### src/rtl/endian_pkg.sv
// Shared types for the endian beat serializer.
package endian_pkg;

    typedef enum logic {
        IDLE = 1'b0,
        SEND = 1'b1
    } state_t;

endpackage

### src/rtl/endian_byterev.sv
// Combinational byte-lane and mask reversal of a LEN-bit store word.
module endian_byterev #(
    parameter int unsigned LEN = 64
) (
    input  logic [LEN-1:0]   data,
    input  logic [LEN/8-1:0] mask,
    output logic [LEN-1:0]   rev_data,
    output logic [LEN/8-1:0] rev_mask
);

    localparam int unsigned NBYTES = LEN / 8;

    always_comb begin
        rev_data = '0;
        rev_mask = '0;
        for (int unsigned i = 0; i < NBYTES; i++) begin
            rev_data[i*8 +: 8] = data[(NBYTES-1-i)*8 +: 8];
            rev_mask[i]        = mask[NBYTES-1-i];
        end
    end

endmodule

### src/rtl/endian_beat_serializer.sv
// Captures a store word (optionally byte-reversed) and streams it out as
// LEN/BEATW bus beats, lowest beat first, with no bubble between requests.
module endian_beat_serializer
    import endian_pkg::*;
#(
    parameter int unsigned LEN   = 64,
    parameter int unsigned BEATW = 32
) (
    input  logic               clk,
    input  logic               reset,
    input  logic               ReqValid,
    output logic               ReqReady,
    input  logic               BigEndian,
    input  logic [LEN-1:0]     WriteData,
    input  logic [LEN/8-1:0]   ByteMask,
    input  logic               Flush,
    output logic               BeatValid,
    input  logic               BeatReady,
    output logic [BEATW-1:0]   BeatData,
    output logic [BEATW/8-1:0] BeatMask,
    output logic               BeatLast,
    output logic               Busy
);

    localparam int unsigned NB = LEN / BEATW;
    localparam int unsigned MW = BEATW / 8;
    localparam int unsigned CW = (NB > 1) ? $clog2(NB) : 1;
    localparam logic [CW-1:0] LAST_IDX = CW'(NB - 1);

    if ((LEN % BEATW) != 0) begin : g_len_check
        $error("endian_beat_serializer: LEN must be a multiple of BEATW");
    end
    if (BEATW < 32) begin : g_beatw_check
        $error("endian_beat_serializer: BEATW must be at least 32");
    end

    state_t                   state;
    logic [CW-1:0]            cnt;
    logic [NB-1:0][BEATW-1:0] word_q;
    logic [NB-1:0][MW-1:0]    mask_q;

    logic [LEN-1:0]           rev_data;
    logic [LEN/8-1:0]         rev_mask;
    logic [LEN-1:0]           in_data;
    logic [LEN/8-1:0]         in_mask;
    logic [NB-1:0][BEATW-1:0] in_beats;
    logic [NB-1:0][MW-1:0]    in_masks;

    logic          accept;
    logic          beat_hs;
    logic          last_hs;
    logic [CW-1:0] nxt;

    endian_byterev #(.LEN(LEN)) u_byterev (
        .data     (WriteData),
        .mask     (ByteMask),
        .rev_data (rev_data),
        .rev_mask (rev_mask)
    );

    assign in_data  = BigEndian ? rev_data : WriteData;
    assign in_mask  = BigEndian ? rev_mask : ByteMask;
    assign in_beats = in_data;
    assign in_masks = in_mask;

    assign beat_hs  = BeatValid && BeatReady;
    assign last_hs  = beat_hs && BeatLast;
    assign nxt      = cnt + 1'b1;
    // Accepting during the last-beat handshake lets the next word start with no gap.
    assign ReqReady = reset && !Flush && ((state == IDLE) || last_hs);
    assign accept   = ReqValid && ReqReady;
    assign Busy     = (state == SEND);

    always_ff @(posedge clk) begin
        if (!reset) begin
            state     <= IDLE;
            cnt       <= '0;
            word_q    <= '0;
            mask_q    <= '0;
            BeatValid <= 1'b0;
            BeatData  <= '0;
            BeatMask  <= '0;
            BeatLast  <= 1'b0;
        end else if (Flush) begin
            state     <= IDLE;
            cnt       <= '0;
            BeatValid <= 1'b0;
            BeatLast  <= 1'b0;
        end else if (accept) begin
            state     <= SEND;
            cnt       <= '0;
            word_q    <= in_beats;
            mask_q    <= in_masks;
            BeatValid <= 1'b1;
            BeatData  <= in_beats[0];
            BeatMask  <= in_masks[0];
            BeatLast  <= (NB == 1);
        end else if (last_hs) begin
            state     <= IDLE;
            cnt       <= '0;
            BeatValid <= 1'b0;
            BeatLast  <= 1'b0;
        end else if (beat_hs) begin
            cnt       <= nxt;
            BeatData  <= word_q[nxt];
            BeatMask  <= mask_q[nxt];
            BeatLast  <= (nxt == LAST_IDX);
        end
    end

endmodule

### config.mk
export PLATFORM = sky130hd
export DESIGN_NAME = endian_beat_serializer
export DESIGN_NICKNAME = d
export VERILOG_FILES = /design/src/rtl/endian_pkg.sv /design/src/rtl/endian_byterev.sv /design/src/rtl/endian_beat_serializer.sv
export SDC_FILE = /design/constraint.sdc
export NUM_CORES = 1
export LEC_CHECK = 0
export CAP_MARGIN = 20
export CORE_AREA = 2 2 155 157
export CTS_CLUSTER_DIAMETER = 30
export CTS_CLUSTER_SIZE = 14
export DETAILED_ROUTE_END_ITERATION = 6
export DIE_AREA = 0 0 157 159
export GPL_TIMING_DRIVEN = 0
export SYNTH_ARGS = -nofsm -noshare
export SYNTH_HDL_FRONTEND = slang
export SYNTH_HIERARCHICAL = 1
export SYNTH_SLANG_ARGS = --single-unit
### constraint.sdc
create_clock -name clk -period 1.7 [get_ports clk]
set_input_delay 0.34 -clock clk [delete_from_list [all_inputs] [get_ports clk]]
set_output_delay 0.34 -clock clk [all_outputs]
set_load 0.01 [all_outputs]
Word level (Yosys, flattened, before mapping)

Cells that the tools add are included.

Memory bits (writable): 0
Register bits after elaboration: 110
Bits in latches: 0
ROM bits: 0
Memories kept: 0
Input port bits: 78

Bitwise operators: 3
Reductions and logical operators: 13
Mux-type cells: 14
Div/mod/pow operators: 0
Equality and inequality tests: 1
$mul: 0
Add/sub/neg operators: 1
Order comparisons: 1
Shift-type cells: 0

Operators by type and width:

| operator                                                    | number |
|---|---|
| 2-to-1 mux 32 bit                                           | 5 |
| 2-to-1 mux 64 bit                                           | 1 |
| 2-to-1 mux 4 bit                                            | 5 |
| 2-to-1 mux 8 bit                                            | 1 |
| logical AND 1 bit                                           | 5 |
| nonzero test 2 bit                                          | 2 |
| OR reduction 4 bit                                          | 1 |
| NOT 1 bit                                                   | 3 |
| AND reduction 3 bit                                         | 1 |
| less-than comparator 1 x 2 -> 1 bit (second input constant) | 1 |
| 2-to-1 mux 1 bit                                            | 2 |
| inequality test 2 bit (second input constant)               | 1 |
| AND reduction 2 bit                                         | 1 |
| OR reduction 2 bit                                          | 1 |
| adder 1 bit (second input constant)                         | 1 |
| zero test 1 bit                                             | 1 |
| logical OR 1 bit                                            | 1 |

Logic depth before layout (Yosys ltp)

Depth after elaboration: 7
Gate-level depth with buffers: 7
Gate-level depth less buffers: 4

Cells and area by module

Netlist, hierarchy kept.

By module, submodules not included:

| module                 | instances | area each (um2) | seq. area each (um2) | cells an instance |
|---|---|---|---|---|
| endian_beat_serializer | 1         | 5191.2          | 2202.1               | 505 |
| endian_byterev         | 1         | 540.5           | 0.0                  | 72 |

Least setup slack after synthesis

No wires, ideal clock.

Path kind: reg-to-output
Start point: register cnt (netlist name)
End point: output port ReqReady
Path buffers: 2
Setup slack: 0.076 ns
Data arrival time: 1.284 ns
Stages on the path, launching flop included: 5
Cell sequence: dfxtp_1 buf_2 buf_2 a21boi_0 nor2_1

RTL lines:

| element       | line                         | source |
|---|---|---|
| end, declared | endian_beat_serializer.sv:12 | `output logic ReqReady,` |

Worst setup path in the final report

Start point: register state (netlist: Busy)
End point: output port Busy

RTL lines:

| element                | line                         | source |
|---|---|---|
| start, declared        | endian_beat_serializer.sv:37 | `state_t state;` |
| start signal, assigned | endian_beat_serializer.sv:76 | `state <= IDLE;` |
| start signal, assigned | endian_beat_serializer.sv:85 | `state <= IDLE;` |
| start signal, assigned | endian_beat_serializer.sv:90 | `state <= SEND;` |
| end, declared          | endian_beat_serializer.sv:22 | `output logic Busy` |

No word-level cell between the ends.

==> impl_summary.md <==
Clocking
The clock tree root buffer cell is sky130_fd_sc_hd__clkbuf_16. The insertion delay of the later-clocked pin in the worst-skew pair is 0.34 ns. For this design, the CTS-stage hold fixing added 0 buffers. TritonCTS built the clock tree. The clock buffer count from CTS is 9. After clock tree synthesis, the clock-pin slew on the worst setup and hold paths is 0.07 ns.

The clock tree synthesis step divided the H-tree into 3 levels. The total clock sinks is 110. The buffer levels on the longest clock path is 2.

Logic synthesis
Ranked by total cell area, the synthesized netlist is headed by sky130_fd_sc_hd__dfxtp_1, sky130_fd_sc_hd__mux2i_1, sky130_fd_sc_hd__o211a_1. The number of nets handed over by synthesis was 655. The count of unique library cells instantiated by Yosys is 22.

The post-synth design cell area is 5730 um2. The largest total area in the synthesized netlist belongs to sky130_fd_sc_hd__dfxtp_1. The post-synthesis instance total is 577.

The number of warnings reported in the yosys synthesis log is 6. For this run, the register share of the synthesized area comes to 38.4%. The share of synthesized area in the top cell type comes to 38.4%. Counting flops and latches in the post-synthesis netlist gives 110.

The post-synthesis average cell area is 9.93 um2.

Floorplanning
The die covers 25000 um2. Once the floorplan was initialized, standard cells occupied 24.7% of the core. The die width is 157 um. The number of placement rows is 56.

The floorplan step defined a core boundary enclosing 23200 um2. Pin placement for this block handled 118 I/O pins. The die is 159 um tall.

STA
The clock period minus final worst setup slack is 1.67 ns. Based on the critical path, the design can be clocked at up to 598 MHz. The number of max-slew violations in the final report came to 0. The maximum clock skew at final layout is 0.00538 ns. Setup repair after global routing could not meet its margin everywhere.

Setup slack on the critical path of the routed design comes to 0.0291 ns. The slew at the pin closest to its max-slew limit is 0.600 ns. The smallest hold slack is 0.365 ns. The final critical-path share of the clock period is 98.3%.

Setup violations remaining at the end of the flow were counted as 0. The headroom to the max-slew limit is 60.0%. The number of hold violations in the final report is 0.

Placed design
Buffers placed on the I/O ports in this run total 116. The number of placed instances, taps included is 1012. The placer congestion estimate is 0.807. Detailed placement ended at an HPWL of 13.6 mm. The placement-stage worst setup slack is -0.694 ns. In this run the cell area measured after placement is 7290 um2.

Global routing
The global router's overall resource usage is 14.3%. The largest net degree at the start of global routing is 17. The total overflow left after global routing is 0. The first-pass GRT wire length is 27.4 mm. The number of global-route vias before repair is 4643.

The initial antenna violation count was 2. Global routing used 18.7% of the available met1 tracks. The met2 layer usage reported by global route is 23.6%. Global routing used 3.24% of the available met3 tracks. The layer flagged by global routing as most heavily used is met2.

Detailed routing
In this run the remaining antenna-violating nets after routing total 0. The first detailed-routing pass took 4 iterations. The number of design-rule violations left by the first detailed-router iteration is 277. The final route contains 4471 vias.

After detailed routing, the number of vias per cell comes to 4.35. The routed design has 17.7 mm of wire. Dividing the detail-routed wire length by the instance count gives 17.3 um. For this run, design rule violations remaining after detail routing come to 0.

Worst setup path
The arrival time at the worst endpoint is 1.33 ns. The highest-delay cell along the critical path is sky130_fd_sc_hd__clkdlybuf4s50_1. For the worst setup path, the data required time is 1.36 ns. Of all nets on the critical path, the largest fanout is 7. The startpoint kind of the worst setup timing path is a flop. In this design, the stage delay of the slowest critical-path cell is 0.51 ns. The critical path in this run is classified as reg2out. The signal on the critical path passes through buf_4, clkdlybuf4s50_1.

The worst setup path is captured at a primary output.

Pwr
Per report_power, the sequential group accounts for 46.7% of the total. The relative contribution of combinational cells to total power is 18.0%. The worst-case IR drop observed on VDD is 0.359 mV. The leakage power figure is 3.89 nW. Cell internal power was estimated by the tool at 4.40 mW.

The net load switching power is 1.50 mW. The ratio of total power to cell area is 764 nW/um2. The clock network burns 35.2% of the power. The fraction of power spent switching nets is 25.5%.

Flow run
The count of max-cap constraint violations is 0.

Cells and area
The final non-filler cell area is 7720 um2. The filler cells instantiated in the layout total 2385. The library cell used most frequently in the layout, excluding fill and tap cells, is sky130_fd_sc_hd__clkdlybuf4s50_1.

The number of standard cells in the final layout excluding fillers is 1028. The layout cell share with drive strength beyond 1 is 19.4%. The final layout contains 784 nets.

Compared with the post-synthesis result, the final layout area differs by 34.7%. Leaving out fill and tap cells, the most frequent cells in the layout are sky130_fd_sc_hd__clkdlybuf4s50_1, sky130_fd_sc_hd__dfxtp_1, sky130_fd_sc_hd__mux2i_1, sky130_fd_sc_hd__nand2_1, sky130_fd_sc_hd__buf_4.

Min path
The type of the most critical hold path is in2reg.

Run status
The run finished with clean final reports.
per-stage QoR:
stage	util, %	total power, mW	TNS (ns)
after CTS	33.0	5.92	-0.00193
after global placement	31.4	3.85	-46.29
after detailed placement	31.4	3.86	-48.88
after floorplan	-	3.39	0
after global routing	33.3	6.12	-0.00241
final	33.3	5.90	0
Yosys cell counts:
cell type                  number
sky130_fd_sc_hd__nor2_2         1
sky130_fd_sc_hd__o211a_1       66
sky130_fd_sc_hd__nand2_1      108
sky130_fd_sc_hd__a32o_1        36
sky130_fd_sc_hd__buf_4         75
sky130_fd_sc_hd__buf_1          1
sky130_fd_sc_hd__nand2b_1       2
sky130_fd_sc_hd__clkbuf_1       9
sky130_fd_sc_hd__o21a_1         1
sky130_fd_sc_hd__buf_6         13
sky130_fd_sc_hd__a21bo_1        1
sky130_fd_sc_hd__o21ai_0        8
sky130_fd_sc_hd__a21boi_0       1
sky130_fd_sc_hd__dfxtp_1      110
sky130_fd_sc_hd__a21oi_1        6
sky130_fd_sc_hd__mux2i_1      108
sky130_fd_sc_hd__nor2b_1        2
sky130_fd_sc_hd__buf_2         22
sky130_fd_sc_hd__and3_1         1
sky130_fd_sc_hd__nand3_2        1
sky130_fd_sc_hd__a22oi_1        1
sky130_fd_sc_hd__nor2_1         4
sequential cells by signal (all words and copies together) (netlist names):
name / flops
word_q: 64
Busy: 1
mask_q: 8
BeatData: 32
cnt: 1
BeatMask: 4
logic make-up (layout without fill, tap and decap cells):
| group | count (synthesis) | in the layout | share of synthesized area, % |
|---|---|---|---|
| AOI/OAI and AO/OA | 120 | 120 | 19.6 |
| buffers and inverters | 120 | 251 | 15.0 |
| and+or+nand+nor | 119 | 119 | 8.16 |
| DFF | 110 | 110 | 38.4 |
| muxes | 108 | 108 | 18.9 |
| other | 0 | 1 | 0 |
final cells by class:
| type | count | area (um2) | share of cell area [%] |
|---|---|---|---|
| multi-input cells | 347 | 2710 | 35.2 |
| flip-flops and latches | 110 | 2210 | 28.6 |
| repair buffers | 118 | 1170 | 15.2 |
| plain buffers | 120 | 942 | 12.2 |
| well taps | 319 | 399 | 5.17 |
| clock buffers | 9 | 225 | 2.92 |
| clock inverters | 4 | 51.3 | 0.665 |
| diodes | 1 | 2.50 | 0.0324 |
timing repair:
action / CTS / global route
pin swaps: 2 / 1
endpoints found under the setup margin: 100 / 100
buffers inserted: 1 / 1
resized for setup: 34 / 17
cloned: 0 / 0
final timing paths:
path | start | to | slack, ns | cells past startpoint
setup / recovery | Busy | Busy | 0.03 | 2
hold / removal | reset | cnt | 0.37 | 3
setup reg to reg | cnt | BeatData[5] | 0.04 | 7
hold reg to reg | BeatMask[2] | BeatMask[2] | 0.47 | 1
per-layer routing:
| metal | vias to the layer above | part of all wire, % |
|---|---|---|
| met5 | - | 0.073 |
| met4 | 2 | 1.5 |
| met3 | 14 | 4.3 |
| met2 | 72 | 47 |
| met1 | 2110 | 47 |
| li1 | 2273 | - |
power by group through the flow:
stage / sequential [mW] / clock [mW] / combinational, mW
2_1_floorplan: 2.81 / 0 / 0.577
3_3_place_gp: 2.82 / 0 / 1.04
3_5_place_dp: 2.82 / 0 / 1.04
4_1_cts: 2.76 / 2.10 / 1.06
5_1_grt: 2.77 / 2.21 / 1.14
6_report: 2.76 / 2.08 / 1.06
critical path, delay by kind of cell, from the launching register on:
kind,cells,cell delay (ns)
buffers and inverters,2,0.61
flip-flops,1,0.37
No activity file was read; power rests on OpenSTA's default activity.
